`config.mk`:
```
export PLATFORM = sky130hd
export DESIGN_NAME = cec_frame_scheduler
export DESIGN_NICKNAME = d
export VERILOG_FILES = /design/src/rtl/cec_pkg.sv /design/src/rtl/cec_free_timer.sv /design/src/rtl/cec_frame_scheduler.sv
export SDC_FILE = /design/constraint.sdc
export NUM_CORES = 1
export LEC_CHECK = 0
export ABC_AREA = 1
export BUFFER_PORTS_ARGS = -buffer_cell sky130_fd_sc_hd__buf_2
export CAP_MARGIN = 10
export CORE_ASPECT_RATIO = 2
export CORE_MARGIN = 3
export CORE_UTILIZATION = 30
export CTS_CLUSTER_SIZE = 20
export DETAILED_ROUTE_END_ITERATION = 12
export PLACE_DENSITY = 0.52
export SETUP_SLACK_MARGIN = 0.4
export SLEW_MARGIN = 10
export SYNTH_ARGS = -nofsm -noshare
export SYNTH_HDL_FRONTEND = slang
export SYNTH_SLANG_ARGS = --single-unit
```
`constraint.sdc`:
```
create_clock -name clk -period 2 [get_ports clk]
set_input_delay 0.4 -clock clk [delete_from_list [all_inputs] [get_ports clk]]
set_output_delay 0.4 -clock clk [all_outputs]
set_load 0.01 [all_outputs]
```
`src/rtl/cec_pkg.sv`:
```
// Shared types and constants for the CEC frame scheduler.
// Free-time multipliers are expressed in nominal data bit periods.
package cec_pkg;

   typedef enum logic [3:0] {
      S_IDLE,
      S_ARB,
      S_WAIT_FREE,
      S_LOAD,
      S_ISSUE,
      S_WAIT_START,
      S_WAIT_BYTE,
      S_CHECK,
      S_DONE,
      S_FAIL
   } state_t;

   localparam logic [3:0] CEC_BROADCAST_ADDR = 4'hF;

   localparam int FREE_RETRY = 3;
   localparam int FREE_NEW   = 5;
   localparam int FREE_SAME  = 7;

endpackage

```
`src/rtl/cec_free_timer.sv`:
```
// Saturating CEC signal-free-time counter and threshold compare.
// CEC_RETRY_EN adds the shorter retransmission threshold.
module cec_free_timer
   import cec_pkg::*;
#(
   parameter int BIT_CYCLES = 64800
) (
   input  logic clk,
   input  logic rst,
   input  logic cec_line,
`ifdef CEC_RETRY_EN
   input  logic retry,
`endif
   input  logic same,
   output logic free_ok
);

   localparam int CW = $clog2(FREE_SAME * BIT_CYCLES + 1);
   localparam logic [CW-1:0] T_SAME = CW'(FREE_SAME * BIT_CYCLES);
   localparam logic [CW-1:0] T_NEW  = CW'(FREE_NEW * BIT_CYCLES);
`ifdef CEC_RETRY_EN
   localparam logic [CW-1:0] T_RETRY = CW'(FREE_RETRY * BIT_CYCLES);
`endif

   logic [CW-1:0] cnt_q, cnt_d;
   logic [CW-1:0] thr;

   // NOTE: every variable assigned in always_comb gets a default first, so no latch is inferred.
   always_comb begin
      cnt_d = cnt_q;
      if (!cec_line) begin
         cnt_d = '0;
      end else if (cnt_q != T_SAME) begin
         cnt_d = cnt_q + CW'(1);
      end
   end

   always_comb begin
      thr = same ? T_SAME : T_NEW;
`ifdef CEC_RETRY_EN
      if (retry) thr = T_RETRY;
`endif
   end

   assign free_ok = (cnt_q >= thr);

   // Out of reset the bus is treated as having been free forever.
   // NOTE: sequential state is updated only with non-blocking assignments.
   always_ff @(posedge clk or posedge rst) begin
      if (rst) cnt_q <= T_SAME;
      else     cnt_q <= cnt_d;
   end

endmodule

```
`src/rtl/cec_frame_scheduler.sv`:
```
// Two-requester CEC frame builder: arbitration, free-time, per-byte ack, retransmission.
// Define CEC_RETRY_EN to enable retransmission of NACKed frames (up to MAX_RETRY).
module cec_frame_scheduler
   import cec_pkg::*;
#(
   parameter logic [3:0] LOGICAL_ADDR = 4'h4,
   parameter int         BIT_CYCLES   = 64800,
   parameter int         MAX_RETRY    = 5
) (
   input  logic            clk,
   input  logic            rst,
   input  logic [1:0]      req_valid,
   input  logic [1:0][3:0] req_dest,
   input  logic [1:0][3:0] req_len,
   output logic [3:0]      rd_idx,
   input  logic [1:0][7:0] req_rd_data,
   output logic [1:0]      done,
   output logic [1:0]      fail,
   output logic            busy,
   input  logic            cec_line,
   input  logic            tx_idle,
   input  logic            tx_byte_acknowledged,
   output logic            tx_data_ready,
   output logic [7:0]      tx_data_out,
   output logic            tx_data_eom,
   output logic            tx_data_broadcast
);

   if (MAX_RETRY < 0 || MAX_RETRY > 6) begin : g_bad_max_retry
      $error("MAX_RETRY must fit the 3-bit retry counter (0..6)");
   end

   state_t     state_q, state_d;
   logic       grant_q, grant_d;
   logic       ptr_q, ptr_d;
   logic [3:0] dest_q, dest_d;
   logic [3:0] len_q, len_d;
   logic [3:0] n_q, n_d;
   logic       ack_q, ack_d;
   logic       last_ours_q, last_ours_d;
   logic [7:0] data_q, data_d;
   logic       eom_q, eom_d;
   logic       bcast_q, bcast_d;
   logic       arb_win;
   logic       free_ok;
`ifdef CEC_RETRY_EN
   localparam logic [3:0] RETRY_LIMIT = 4'(MAX_RETRY);
   logic [2:0] retry_q, retry_d;
`endif

   cec_free_timer #(.BIT_CYCLES(BIT_CYCLES)) u_free_timer (
      .clk      (clk),
      .rst      (rst),
      .cec_line (cec_line),
`ifdef CEC_RETRY_EN
      .retry    (retry_q != 3'd0),
`endif
      .same     (last_ours_q),
      .free_ok  (free_ok)
   );

   assign arb_win = req_valid[ptr_q] ? ptr_q : ~ptr_q;

   always_comb begin
      state_d       = state_q;
      grant_d       = grant_q;
      ptr_d         = ptr_q;
      dest_d        = dest_q;
      len_d         = len_q;
      n_d           = n_q;
      ack_d         = ack_q;
      last_ours_d   = last_ours_q;
      data_d        = data_q;
      eom_d         = eom_q;
      bcast_d       = bcast_q;
`ifdef CEC_RETRY_EN
      retry_d       = retry_q;
`endif
      done          = 2'b00;
      fail          = 2'b00;
      tx_data_ready = 1'b0;

      unique case (state_q)
         S_IDLE: if (|req_valid) state_d = S_ARB;
         S_ARB: begin
            if (|req_valid) begin
               grant_d = arb_win;
               dest_d  = req_dest[arb_win];
               len_d   = req_len[arb_win];
               bcast_d = (req_dest[arb_win] == CEC_BROADCAST_ADDR);
               n_d     = 4'd0;
`ifdef CEC_RETRY_EN
               retry_d = 3'd0;
`endif
               state_d = S_WAIT_FREE;
            end else begin
               state_d = S_IDLE;
            end
         end
         S_WAIT_FREE: if (free_ok) state_d = S_LOAD;
         S_LOAD: begin
            data_d  = (n_q == 4'd0) ? {LOGICAL_ADDR, dest_q} : req_rd_data[grant_q];
            eom_d   = (n_q == len_q);
            state_d = S_ISSUE;
         end
         S_ISSUE: begin
            if (tx_idle) begin
               tx_data_ready = 1'b1;
               state_d       = S_WAIT_START;
            end
         end
         S_WAIT_START: begin
            ack_d = 1'b0;
            if (!tx_idle) state_d = S_WAIT_BYTE;
         end
         S_WAIT_BYTE: begin
            if (tx_byte_acknowledged) ack_d = 1'b1;
            if (tx_idle) state_d = S_CHECK;
         end
         S_CHECK: begin
            if (ack_q) begin
               if (n_q == len_q) begin
                  state_d = S_DONE;
               end else begin
                  n_d     = n_q + 4'd1;
                  state_d = S_LOAD;
               end
            end else begin
`ifdef CEC_RETRY_EN
               retry_d = retry_q + 3'd1;
               if ({1'b0, retry_q} + 4'd1 <= RETRY_LIMIT) begin
                  n_d     = 4'd0;
                  state_d = S_WAIT_FREE;
               end else begin
                  state_d = S_FAIL;
               end
`else
               state_d = S_FAIL;
`endif
            end
         end
         S_DONE: begin
            done[grant_q] = 1'b1;
            last_ours_d   = 1'b1;
            ptr_d         = ~grant_q;
            state_d       = S_IDLE;
         end
         S_FAIL: begin
            fail[grant_q] = 1'b1;
            last_ours_d   = 1'b0;
            ptr_d         = ~grant_q;
            state_d       = S_IDLE;
         end
         default: state_d = S_IDLE;
      endcase
   end

   always_ff @(posedge clk or posedge rst) begin
      if (rst) begin
         state_q     <= S_IDLE;
         grant_q     <= 1'b0;
         ptr_q       <= 1'b0;
         dest_q      <= 4'd0;
         len_q       <= 4'd0;
         n_q         <= 4'd0;
         ack_q       <= 1'b0;
         last_ours_q <= 1'b0;
         data_q      <= 8'd0;
         eom_q       <= 1'b0;
         bcast_q     <= 1'b0;
`ifdef CEC_RETRY_EN
         retry_q     <= 3'd0;
`endif
      end else begin
         state_q     <= state_d;
         grant_q     <= grant_d;
         ptr_q       <= ptr_d;
         dest_q      <= dest_d;
         len_q       <= len_d;
         n_q         <= n_d;
         ack_q       <= ack_d;
         last_ours_q <= last_ours_d;
         data_q      <= data_d;
         eom_q       <= eom_d;
         bcast_q     <= bcast_d;
`ifdef CEC_RETRY_EN
         retry_q     <= retry_d;
`endif
      end
   end

   // Operand n is fetched from requester slot n-1; the header needs no fetch.
   assign rd_idx            = (n_q == 4'd0) ? 4'd0 : n_q - 4'd1;
   assign busy              = (state_q != S_IDLE);
   assign tx_data_out       = data_q;
   assign tx_data_eom       = eom_q;
   assign tx_data_broadcast = bcast_q;

endmodule

```
# Word level (Yosys, flattened, before mapping)

Cells that the tools add are included.

Output and inout bits: 20
Word-level logic and storage cells: 93
Register bits: 49

Order comparisons: 5
Reduce and logical (&&, ||, !) cells: 13
Multiplexer cells: 36
Eq/ne operators: 22
$add $sub $neg: 3
Bitwise gates (word level): 2

Operator list:

| cell                                                 | number |
|---|---|
| two-way mux 4 bit                                    | 15 |
| two-way mux 19 bit                                   | 2 |
| one-hot mux 4 bit (8 select lines)                   | 1 |
| two-way mux 8 bit                                    | 3 |
| adder 19 x 1 -> 19 bit (second input constant)       | 1 |
| greater-or-equal comparator 19 bit                   | 1 |
| inequality test 19 bit (second input constant)       | 1 |
| two-way mux 18 bit                                   | 1 |
| inequality test 2 bit (second input constant)        | 9 |
| equality test 4 x 3 -> 1 bit (second input constant) | 4 |
| equality test 4 bit (second input constant)          | 3 |
| equality test 4 x 2 -> 1 bit (second input constant) | 2 |
| zero test 4 bit                                      | 2 |
| one-hot mux 4 bit (2 select lines)                   | 1 |
| two-way mux 1 bit                                    | 7 |
| < comparator 1 x 2 -> 1 bit (second input constant)  | 3 |
| two-way mux 2 bit                                    | 3 |
| nonzero test 2 bit                                   | 3 |
| AND reduction 5 bit                                  | 1 |
| adder 4 x 1 -> 4 bit (second input constant)         | 1 |
| equality test 4 x 1 -> 1 bit (second input constant) | 1 |
| equality test 4 bit                                  | 1 |
| one-hot mux 1 bit (2 select lines)                   | 2 |
| AND reduction 2 bit                                  | 2 |
| other kinds (9)                                      | 11 |

# Longest topological paths before layout

Gate-level depths: netlist of the first run.

Depth in word-level cells: 6
Depth in mapped cells: 11
Gate-level depth less buffers: 10

# Modules after synthesis

From an unflattened synthesis of the first run, not the netlist that was laid out.

Cell total of the unflattened synthesis: 422
Area total of the unflattened synthesis: 3067.9 µm²

Modules (own cells, without submodules):

| module              | times used | cells each | area each (µm²) | seq. area each (µm²) |
|---|---|---|---|---|
| cec_frame_scheduler | 1          | 238        | 1717.9          | 750.7 |
| cec_free_timer      | 1          | 184        | 1350.0          | 489.2 |

# Least setup slack after synthesis of the first run

No wires, ideal clock.

Path type: reg2out
Start: register n_q[0]
End: output rd_idx[3]
Setup slack: 0.361 ns
Required time: 1.600 ns
Cell stages (with the launch flop): 7
Arrival: 1.239 ns
Cells stage by stage: dfrtp_1 -> inv_2 -> ha_1 -> nand3_2 -> inv_1 -> a21oi_1 -> o21a_1

Word-level cells in the longest chain between the ends: 2
Elaborated cells between the ends (all ways): 3
Classes of those cells: add/sub (1); mux (1); reduce/logical (1)

Ends and longest elaborated chain:

| item                                                                | RTL line                   | text |
|---|---|---|
| start: declaration                                                  | cec_frame_scheduler.sv:38  | `logic [3:0] n_q, n_d;` |
| start signal: assignment                                            | cec_frame_scheduler.sv:180 | `n_q <= n_d;` |
| subtractor 4 x 1 -> 4 bit / zero test 4 bit (equally long branches) | cec_frame_scheduler.sv:193 | `assign rd_idx = (n_q == 4'd0) ? 4'd0 : n_q - 4'd1;` |
| two-way mux 4 bit (*)                                               | cec_frame_scheduler.sv:193 |  |
| end: declaration                                                    | cec_frame_scheduler.sv:15  | `output logic [3:0] rd_idx,` |

Mark *: on every way between the ends. The rest lies on a longest branch, timed or not.

# Worst setup path in the final report of the first run

Ends and elaborated chain as after synthesis.

==> results of run 1 <==
[registers in the layout, indices dropped and copies added (netlist names)]
signal	count
tx_data_eom	1
ptr_q	1
tx_data_broadcast	1
grant_q	1
len_q	4
u_free_timer.cnt_q	19
n_q	4
last_ours_q	1
ack_q	1
dest_q	4
tx_data_out	8
state_q	4
[what timing repair did]
item                       4_1_cts  5_1_grt
gates resized for setup         31       27
pin swaps                        9       10
setup endpoints to repair       13       26
buffers inserted                11        8
[final timing paths]
check,start,endpoint,slack (ns),cells past startpoint
worst max-delay path,n_q[0]$_DFFE_PP0P_,rd_idx[3],0.22,7
worst min-delay path,rst,tx_data_out[5]$_DFFE_PP0P_,0.16,3
worst max register to register,last_ours_q$_DFFE_PP0P_,state_q[1]$_DFFE_PP0P_,0.44,10
worst min register to register,tx_data_out[3]$_DFFE_PP0P_,tx_data_out[3]$_DFFE_PP0P_,0.47,2
max in group asynchronous,rst,u_free_timer.cnt_q[17]$_DFFE_PP1P_,1.54,3
min in group clk,tx_byte_acknowledged,ack_q$_DFFE_PP0P_,0.35,3
[cell families (layout without fill, tap and decap cells)]
| group | after synthesis | count (layout) | share of synthesized area |
|---|---|---|---|
| flip-flops | 49 | 49 | 0.4100 |
| multiplexers | 3 | 3 | 0.009930 |
| XOR/XNOR | 5 | 5 | 0.01448 |
| buffers and inverters | 59 | 144 | 0.07819 |
| adder cells (fa/ha/maj) | 10 | 10 | 0.04137 |
| AND/OR/NAND/NOR | 236 | 236 | 0.3405 |
| AO/OA/AOI/OAI | 54 | 54 | 0.1055 |
[final cells by class]
cell class	instances	share of cell area
clock buffers	5	0.03116
inverters	54	0.05391
well taps	132	0.04113
repair buffers	82	0.1222
multi-input cells	308	0.4291
clock inverters	3	0.01153
flip-flops and latches	49	0.3110
[cells in the mapped netlist, types with 2 or more instances]
cell | count | share of area
a21oi_1 | 9 | 0.015
a31oi_1 | 5 | 0.010
buf_4 | 2 | 0.0050
dfrtp_1 | 38 | 0.31
dfstp_2 | 11 | 0.096
ha_1 | 10 | 0.041
inv_1 | 43 | 0.053
inv_2 | 10 | 0.012
mux2i_1 | 3 | 0.0099
nand2_1 | 128 | 0.16
nand2_2 | 5 | 0.010
nand3_1 | 21 | 0.035
nand3_2 | 4 | 0.013
nand4_1 | 5 | 0.010
nor2_1 | 51 | 0.063
nor2_2 | 4 | 0.0083
nor3_1 | 9 | 0.015
nor4_1 | 2 | 0.0041
o21a_1 | 4 | 0.0099
o21ai_0 | 9 | 0.015
o21ai_1 | 20 | 0.033
o22ai_2 | 3 | 0.012
xor2_1 | 4 | 0.012
[power by group]
group	internal [mW]	switching, mW
sequential	1.25	0.232
clock	0.593	0.402
combinational	0.840	1.19
[metal layers]
metal	part of all wire	up-vias
li1	-	1494
met1	0.33	1399
met2	0.60	69
met3	0.027	24
met4	0.043	0
met5	0	-
[per-stage QoR]
| stage | hold WS, ns | setup WS (ns) | util | cells |
|---|---|---|---|---|
| 2_1_floorplan | 0.4319 | 0.3920 | - | 416 |
| 3_3_place_gp | 0.4625 | 0.3405 | 0.3586 | 606 |
| 3_5_place_dp | 0.4602 | 0.3260 | 0.3586 | 606 |
| 4_1_cts | 0.1748 | 0.2214 | 0.3943 | 625 |
| 5_1_grt | 0.1967 | 0.1600 | 0.4113 | 633 |
| 6_report | 0.1618 | 0.2230 | 0.4113 | 633 |
[worst register-to-register path: cells and delay by family, from the launching register on]
| kind | cells | cell delay [ns] |
|---|---|---|
| AOI/OAI and AO/OA | 1 | 0.19 |
| and+or+nand+nor | 7 | 0.55 |
| adders and majority gates | 1 | 0.28 |
| buffers and inverters | 1 | 0.08 |
| DFF | 1 | 0.39 |
==> key figures, run 1 <==
CTS
  – CTS hold repair buffers: 0
  – Root buffer cell: clkbuf_16
  – CTS max path bufs: 2
  – Sink Count: 49
  – CTS clk-pin slew, worst paths: ~0.07 ns
  – Number of CTS-inserted buffers: 5
  – H-Tree Depth: 2
  – Worst-Skew Late Latency: approximately 0.3 ns
  – CTS tree: yes

GRT
  – First-pass GRT wire length: ~14000 µm
  – Largest net degree at the start of global routing: 50
  – Global Route met3 Usage: 0.02195
  – Vias in the first global route: between 3000 and 4000
  – Met2 usage: 0.3409
  – GR peak layer: met2
  – GRT Overall Usage: 0.1605
  – M1 GR Usage: 0.1383
  – Antenna violations before repair: 0
  – Gr ovfl total: 0

Setup path
  – CP Class: reg -> out
  – CP Data Required Time: ~1.6 ns
  – Cells along the critical path: inv_4, ha_4, nand3_4, inv_4, a21oi_2, o21a_1, buf_2
  – Crit path capture type: primary output
  – WP data arrival: approximately 1.4 ns
  – CP max stage cell: dfrtp_2
  – Buffers plus inverters on the worst setup path: 3
  – CP dominant cell by count: inv_4
  – Crit path largest cell delay: between 0.4 and 0.5 ns
  – CP startpoint kind: flop
  – Top delay family on crit path: flip-flops
  – Worst Path Max Fanout: 5

Hold path
  – HP Class: in -> async

Power and ir drop
  – Maximum vdd drop: 718.9 µV
  – Power Dens Cells: ~1100 nW/µm²
  – Lkg Pwr: 1.994 nW
  – Power Total: 4.512 mW

Timing
  – Worst slew pin tran: 0.3531 ns
  – RSZ-0062 raised after global routing: true
  – Fin Clk Skew: roughly 0.0066 ns
  – Setup tns final: 0 ns
  – Final Hold Fails: 0
  – Count of final max-slew check failures: 0
  – Fmax achieved: around 560 MHz
  – # setup viols final: 0
  – Final period utilization: 0.8885
  – Relative slew slack: 0.7631
  – Tmin final: approximately 1.8 ns

Place
  – GPL Wtd Cong: 0.8424
  – Cell Area, Placed: 3501 µm²
  – Dpl hpwl: 6911 µm
  – Number of I/O port buffers: 58

Layout
  – Share of post-route cells with drive strength above 1: 0.3413
  – Register area: about 1200 µm²
  – Most frequent cells in the layout: nand2_1, buf_2, nor2_1
  – Fin area: about 4000 µm²
  – Post-layout net count: roughly 550
  – Area of the multi-input gates: between 1500 and 2000 µm²
  – Antenna diode count: 0
  – Commonest non-fill, non-tap cell in the layout: nand2_1
  – Area grow syn2layout: 32.77%
  – Filler cell count: roughly 1000

Die
  – Starting Density: 0.3098
  – I/O pin total: 59
  – Die area: 11390 µm²
  – Num rows: around 50
  – Die height: roughly 150 µm
  – Die width: 77.00 µm
  – Area of the core: between 9000 and 10000 µm²

Run
  – MaxCap Viol Count: 0

Synth
  – Syn_nets: 465
  – Synth Warn #: 0
  – Mapped cell area: slightly above 3000 µm²
  – Number of enable flip-flop cells after synthesis: 0
  – Register area share after synthesis: 0.4100
  – Post-Synthesis Cells: about 420
  – Mean post-synth cell area: ~7.3 µm²
  – Main flop type after synthesis: dfrtp_1
  – Ys async rst share: 1.000
  – Synth cell types: 39
  – Seq cells post-synth: 49

Routing
  – Post-DRT Antenna Nets: 0
  – Iter 0 DRT Violations: 89
  – Detailed Routing Iterations Pass 1: 4
  – Post-DR vias/cell: between 4 and 5
  – Via count: approximately 3000
  – Final wirelength: around 9000 µm
  – DR DRC count: 0
  – Wire per inst: roughly 14 µm

Outcome
  – Run status: finished clean
Power figures use the tool's default switching activity.
==> inputs of run 2 (changes only) <==
--- a/config.mk
+++ b/config.mk
@@ -18,4 +18,5 @@
 export SLEW_MARGIN = 10
 export SYNTH_ARGS = -nofsm -noshare
 export SYNTH_HDL_FRONTEND = slang
+export SYNTH_HIERARCHICAL = 1
 export SYNTH_SLANG_ARGS = --single-unit
==> key figures, run 2 <==
Outcome
  – Run status: finished clean

CTS
  – Number of CTS-inserted buffers: 5
  – CTS max path bufs: 2
  – CTS clk-pin slew, worst paths: roughly 0.07 ns
  – Worst-Skew Late Latency: 0.29 ns
  – Root buffer cell: clkbuf_16
  – Sink Count: around 50
  – H-Tree Depth: 2
  – CTS tree: yes

Timing
  – Fin Clk Skew: 0.004168 ns
  – Final Hold Fails: 0
  – Relative slew slack: 0.5928
  – Tmin final: roughly 1.7 ns
  – Setup tns final: 0 ns
  – Count of final max-slew check failures: 0
  – # setup viols final: 0
  – Final period utilization: 0.8719
  – Fmax achieved: between 500 and 600 MHz
  – Worst slew pin tran: a little over 0.6 ns
  – RSZ-0062 raised after global routing: true

Synth
  – Number of enable flip-flop cells after synthesis: 0
  – Synth area leaders: dfrtp_1, nand2_1, dfstp_2
  – Largest family of logic cells by synthesized area: simple AND/OR/NAND/NOR gates
  – Synth cell types: 35
  – Synthesized-area fraction occupied by adder cells: 0.03670
  – Mean post-synth cell area: 7.270 µm²
  – Leading cell types by count after synthesis: nand2_1, nor2_1, dfrtp_1, inv_1, nand3_1
  – Post-synthesis xor/xnor area fraction: 0.02284
  – Main flop type after synthesis: dfrtp_1
  – Ys async rst share: 1.000
  – Mapped cell area: roughly 3100 µm²
  – Seq cells post-synth: between 40 and 50
  – Register area share after synthesis: 0.4042
  – Count leader, synth: nand2_1
  – Yosys top cell area share: 0.3100
  – Synth Warn #: 6
  – Area leader, netlist: dfrtp_1
  – Area fraction in compound gates after synthesis: 0.09502
  – Post-Synthesis Cells: between 400 and 500
  – Syn_nets: 470
  – Multiplexer share of the synthesized area: 0.009788
  – Post-synthesis simple-gate area fraction: 0.3613

Die
  – Area of the core: 9827 µm²
  – Num rows: about 50
  – I/O pin total: 59
  – Die height: roughly 150 µm
  – Die area: 11550 µm²
  – Starting Density: 0.3122
  – Die width: 77.51 µm

Layout
  – Most frequent cells in the layout: nand2_1, nor2_1, buf_2
  – Post-layout net count: approximately 560
  – Share of post-route cells with drive strength above 1: 0.3490
  – Largest register FFs: 19
  – Area grow syn2layout: 32.22%
  – Antenna diode count: 0
  – Filler cell count: between 1000 and 1500
  – Top reg by flops: u_free_timer/cnt_q
  – Commonest non-fill, non-tap cell in the layout: nand2_1
  – Fin util: 0.4128

Power and ir drop
  – Switching Fraction: 0.4057
  – Logic pwr share: 0.459
  – Clk pwr share: 0.216
  – Maximum vdd drop: 597.5 µV
  – Cell Int Power: roughly 2.7 mW
  – Power Dens Cells: between 1000 and 1500 nW/µm²
  – Reg power frac: 0.325
  – NetSw: about 1.9 mW
  – Lkg Pwr: a little under 2 nW

Routing
  – Iter 0 DRT Violations: 177
  – Wire per inst: about 15 µm
  – Met3 WL post-DR: 374 µm
  – Wl on met1: approximately 3200 µm
  – Top Metal Used: met4
  – Detailed Routing Iterations Pass 1: 4
  – Post-DR vias/cell: roughly 4.8
  – Final wirelength: around 9400 µm
  – Via count: between 3000 and 4000
  – Met2 WL: 5235 µm
  – DR DRC count: 0
  – Post-DRT Antenna Nets: 0

Place
  – Dpl hpwl: roughly 7000 µm
  – GPL Wtd Cong: around 0.86
  – Number of I/O port buffers: 58

Setup path
  – Cells along the critical path: inv_2, ha_4, nand2_4, a21oi_2, a21oi_2, buf_2
  – R2R Setup Slk: ~0.38 ns
  – Crit path capture type: primary output
  – R2R cell count: 13
  – Top delay family on crit path: flip-flops
  – Reg2reg start: last_ours_q$_DFFE_PP0P_
  – Buffers plus inverters on the worst setup path: 2
  – CP max stage cell: dfrtp_2
  – Worst Path Max Fanout: 4
  – Crit path largest cell delay: approximately 0.43 ns
  – CP Data Required Time: ~1.6 ns
  – CP startpoint kind: flop
  – WP data arrival: between 1 and 1.5 ns
  – Capturing point of the worst reg2reg path: state_q[0]$_DFFE_PP0P_
  – CP Class: reg -> out
  – CP dominant cell by count: a21oi_2

GRT
  – GRT Overall Usage: 0.1694
  – Largest net degree at the start of global routing: 31
  – Vias in the first global route: roughly 3200
  – Gr ovfl total: 0
  – Antenna violations before repair: 0
  – First-pass GRT wire length: approximately 15000 µm

Run
  – MaxCap Viol Count: 0

Hold path
  – HP Class: in -> async
run 2: routing by layer:
metal,GRT usage,up-vias
met2,0.3336,107
met5,0,-
met4,0.1061,0
met3,0.01995,34
li1,-,1520
met1,0.1604,1411
run 2: power by group through the flow:
stage | Combinational (mW) | Sequential [mW] | Clock [mW]
2_1_floorplan | 1.13 | 1.45 | 0
3_3_place_gp | 1.59 | 1.50 | 0
3_5_place_dp | 1.62 | 1.50 | 0
4_1_cts | 2.00 | 1.50 | 1.03
5_1_grt | 2.37 | 1.53 | 1.06
6_report | 2.12 | 1.50 | 0.999
run 2: through the flow:
stage	hold slack, ns	instance area (µm²)	setup slack (ns)	instances	total power [mW]
floorplan	0.3430	3068	0.4165	422	2.586
global placement	0.4605	3537	0.2789	613	3.085
detailed placement	0.4692	3537	0.2430	613	3.118
CTS	0.1875	3958	0.2708	638	4.524
global route	0.2094	4056	0.1939	642	4.967
finish	0.1805	4056	0.2563	642	4.622
run 2: worst max path at each step:
| stage | slack, ns | depth (start not counted) | startpoint | endpoint |
|---|---|---|---|---|
| after floorplan | 0.42 | 12 | u_free_timer/cnt_q[6]$_DFFE_PP1P_ | state_q[0]$_DFFE_PP0P_ |
| after global placement | 0.28 | 12 | u_free_timer/cnt_q[6]$_DFFE_PP1P_ | state_q[0]$_DFFE_PP0P_ |
| after detailed placement | 0.24 | 12 | u_free_timer/cnt_q[6]$_DFFE_PP1P_ | state_q[0]$_DFFE_PP0P_ |
| after CTS | 0.27 | 5 | n_q[0]$_DFFE_PP0P_ | rd_idx[1] |
| after global routing | 0.19 | 5 | n_q[0]$_DFFE_PP0P_ | rd_idx[1] |
| final | 0.26 | 6 | n_q[0]$_DFFE_PP0P_ | rd_idx[3] |
run 2: logic make-up after synthesis:
kind of cell | after synthesis
adder cells (fa/ha/maj) | 9
AND/OR/NAND/NOR | 248
flip-flops | 49
multiplexers | 3
buffers and inverters | 53
XOR/XNOR | 8
AO/OA/AOI/OAI | 52
run 2: cell type report:
| type | instances | area (µm²) | share of cell area |
|---|---|---|---|
| Clock buffer | 5 | 125.1 | 0.03085 |
| Timing Repair Buffer | 86 | 516.7 | 0.1274 |
| Sequential cell | 49 | 1251 | 0.3085 |
| Multi-Input combinational cell | 320 | 1770 | 0.4365 |
| Clock inverter | 3 | 46.29 | 0.01141 |
| Inverter | 47 | 181.4 | 0.04473 |
| Tap cell | 132 | 165.2 | 0.04072 |
run 2: timing repair:
action                                  4_1_cts  5_1_grt
endpoints found under the hold margin         0        0
resized for setup                            39       15
setup buffers                                17        4
hold buffers                                  0        0
endpoints found under the setup margin       19       20
pin swaps                                     9        7
==> inputs of run 3 (changes only) <==
--- a/config.mk
+++ b/config.mk
@@ -14,6 +14,7 @@
 export CTS_CLUSTER_SIZE = 20
 export DETAILED_ROUTE_END_ITERATION = 12
 export PLACE_DENSITY = 0.52
+export RECOVER_POWER = 25
 export SETUP_SLACK_MARGIN = 0.4
 export SLEW_MARGIN = 10
 export SYNTH_ARGS = -nofsm -noshare
==> key figures, run 3 (synthesis results as in run 2) <==
Routing
  – Wire per inst: 14.59 µm
  – Iter 0 DRT Violations: 177
  – Post-DR vias/cell: approximately 4.8
  – DR DRC count: 0
  – Post-DRT Antenna Nets: 0
  – Final wirelength: ~9400 µm
  – Via count: ~3100
  – Detailed Routing Iterations Pass 1: 4

Timing
  – Count of final max-slew check failures: 0
  – # setup viols final: 0
  – RSZ-0062 raised after global routing: true
  – Fin Clk Skew: 0.004168 ns
  – Setup tns final: 0 ns
  – Relative slew slack: 0.4855
  – Final period utilization: 0.8719
  – Worst slew pin tran: ~0.77 ns
  – Fmax achieved: about 570 MHz
  – Final Hold Fails: 0
  – Tmin final: 1.744 ns

Place
  – Dpl hpwl: between 7000 and 8000 µm
  – GPL Wtd Cong: between 0.8 and 0.9
  – Number of I/O port buffers: between 50 and 60
  – # placed instances: a little over 600

Setup path
  – WP data arrival: 1.34 ns
  – Top delay family on crit path: flip-flops
  – Buffers plus inverters on the worst setup path: 2
  – CP max stage cell: dfrtp_2
  – CP Data Required Time: ~1.6 ns
  – Crit path largest cell delay: roughly 0.43 ns
  – CP startpoint kind: flop
  – Crit path capture type: primary output
  – CP Class: reg -> out
  – CP dominant cell by count: a21oi_2
  – Worst Path Max Fanout: 4
  – Cells along the critical path: inv_2, ha_4, nand2_4, a21oi_2, a21oi_2, buf_2

Outcome
  – Run status: finished clean

Layout
  – Area grow syn2layout: 32.14%
  – Share of post-route cells with drive strength above 1: 0.3490
  – Top reg by flops: u_free_timer/cnt_q
  – Largest register FFs: 19
  – Final std cells w/o fill: 642
  – Antenna diode count: 0
  – Most frequent cells in the layout: nand2_1, nor2_1, buf_2
  – Commonest non-fill, non-tap cell in the layout: nand2_1
  – Post-layout net count: around 560
  – Filler cell count: around 1100

Power and ir drop
  – Lkg Pwr: between 1.5 and 2 nW
  – Power Dens Cells: about 1100 nW/µm²
  – Maximum vdd drop: about 600 µV

CTS
  – Number of CTS-inserted buffers: 5
  – CTS clk-pin slew, worst paths: ~0.070 ns
  – CTS max path bufs: 2
  – Root buffer cell: clkbuf_16
  – Sink Count: about 50
  – H-Tree Depth: 2
  – CTS tree: yes
  – Worst-Skew Late Latency: about 0.29 ns

Die
  – Die height: ~150 µm
  – Num rows: 51
  – I/O pin total: between 50 and 60
  – Die area: 11550 µm²
  – Starting Density: 0.3122
  – Die width: 77.51 µm
  – Area of the core: between 9000 and 10000 µm²

GRT
  – Largest net degree at the start of global routing: 31
  – Antenna violations before repair: 0
  – Vias in the first global route: roughly 3200
  – First-pass GRT wire length: approximately 15000 µm
  – Gr ovfl total: 0
  – GRT Overall Usage: 0.1694

Hold path
  – HP Class: in -> async

Run
  – MaxCap Viol Count: 0
run 3: stage by stage:
stage                       util  total power [mW]  worst slack, ns  instance area (µm²)  hold WS, ns
after floorplan                -             2.586           0.4165                 3068       0.3430
after global placement    0.3599             3.085           0.2789                 3537       0.4605
after detailed placement  0.3599             3.118           0.2430                 3537       0.4692
after CTS                 0.4027             4.524           0.2708                 3958       0.1875
after global routing      0.4125             4.966           0.1939                 4054       0.2094
final                     0.4125             4.622           0.2563                 4054       0.1806
run 3: path summary, 6_finish.rpt:
kind / start / to / slack [ns] / depth (start not counted)
setup / recovery: n_q[0]$_DFFE_PP0P_ / rd_idx[3] / 0.26 / 6
hold / removal: rst / u_free_timer/cnt_q[16]$_DFFE_PP0P_ / 0.18 / 2
setup reg to reg: last_ours_q$_DFFE_PP0P_ / state_q[0]$_DFFE_PP0P_ / 0.38 / 13
hold reg to reg: ack_q$_DFFE_PP0P_ / state_q[3]$_DFFE_PP0P_ / 0.49 / 1
max in group asynchronous: rst / state_q[0]$_DFFE_PP0P_ / 1.13 / 3
min in group clk: tx_idle / state_q[0]$_DFFE_PP0P_ / 0.38 / 3
run 3: report_power, final:
part | total [mW] | leakage [nW] | switching (mW) | internal [mW]
registers | 1.50 | 0.594 | 0.236 | 1.27
logic | 2.12 | 1.28 | 1.23 | 0.887
clock network | 0.999 | 0.0800 | 0.406 | 0.593
run 3: timing repair:
item	CTS	global route
hold buffers	0	0
resized for setup	39	15
pin swaps	9	7
setup buffers	17	4
endpoints found under the setup margin	19	20
run 3: worst reg2reg max path, delay by kind of cell, from the launching register on:
family	cells	cell delay, ns
AO/OA/AOI/OAI	1	0.07
adder cells (fa/ha/maj)	1	0.21
buffers and inverters	2	0.16
flip-flops	1	0.44
AND/OR/NAND/NOR	9	0.65
run 3: final cells by class:
class                           count  area, µm²  share of cell area
Clock buffer                        5      125.1             0.03086
Clock inverter                      3      46.29             0.01142
Inverter                           47      181.4             0.04475
Multi-Input combinational cell    320       1770              0.4367
Sequential cell                    49       1251              0.3086
Tap cell                          132      165.2             0.04074
Timing Repair Buffer               86      514.2              0.1269
run 3: metal layers:
metal | global-route usage | up-vias | wire [µm]
li1 | - | 1520 | -
met1 | 0.1604 | 1411 | 3198
met3 | 0.01995 | 34 | 374
met4 | 0.1061 | 0 | 563
met2 | 0.3336 | 107 | 5233
met5 | 0 | - | 0
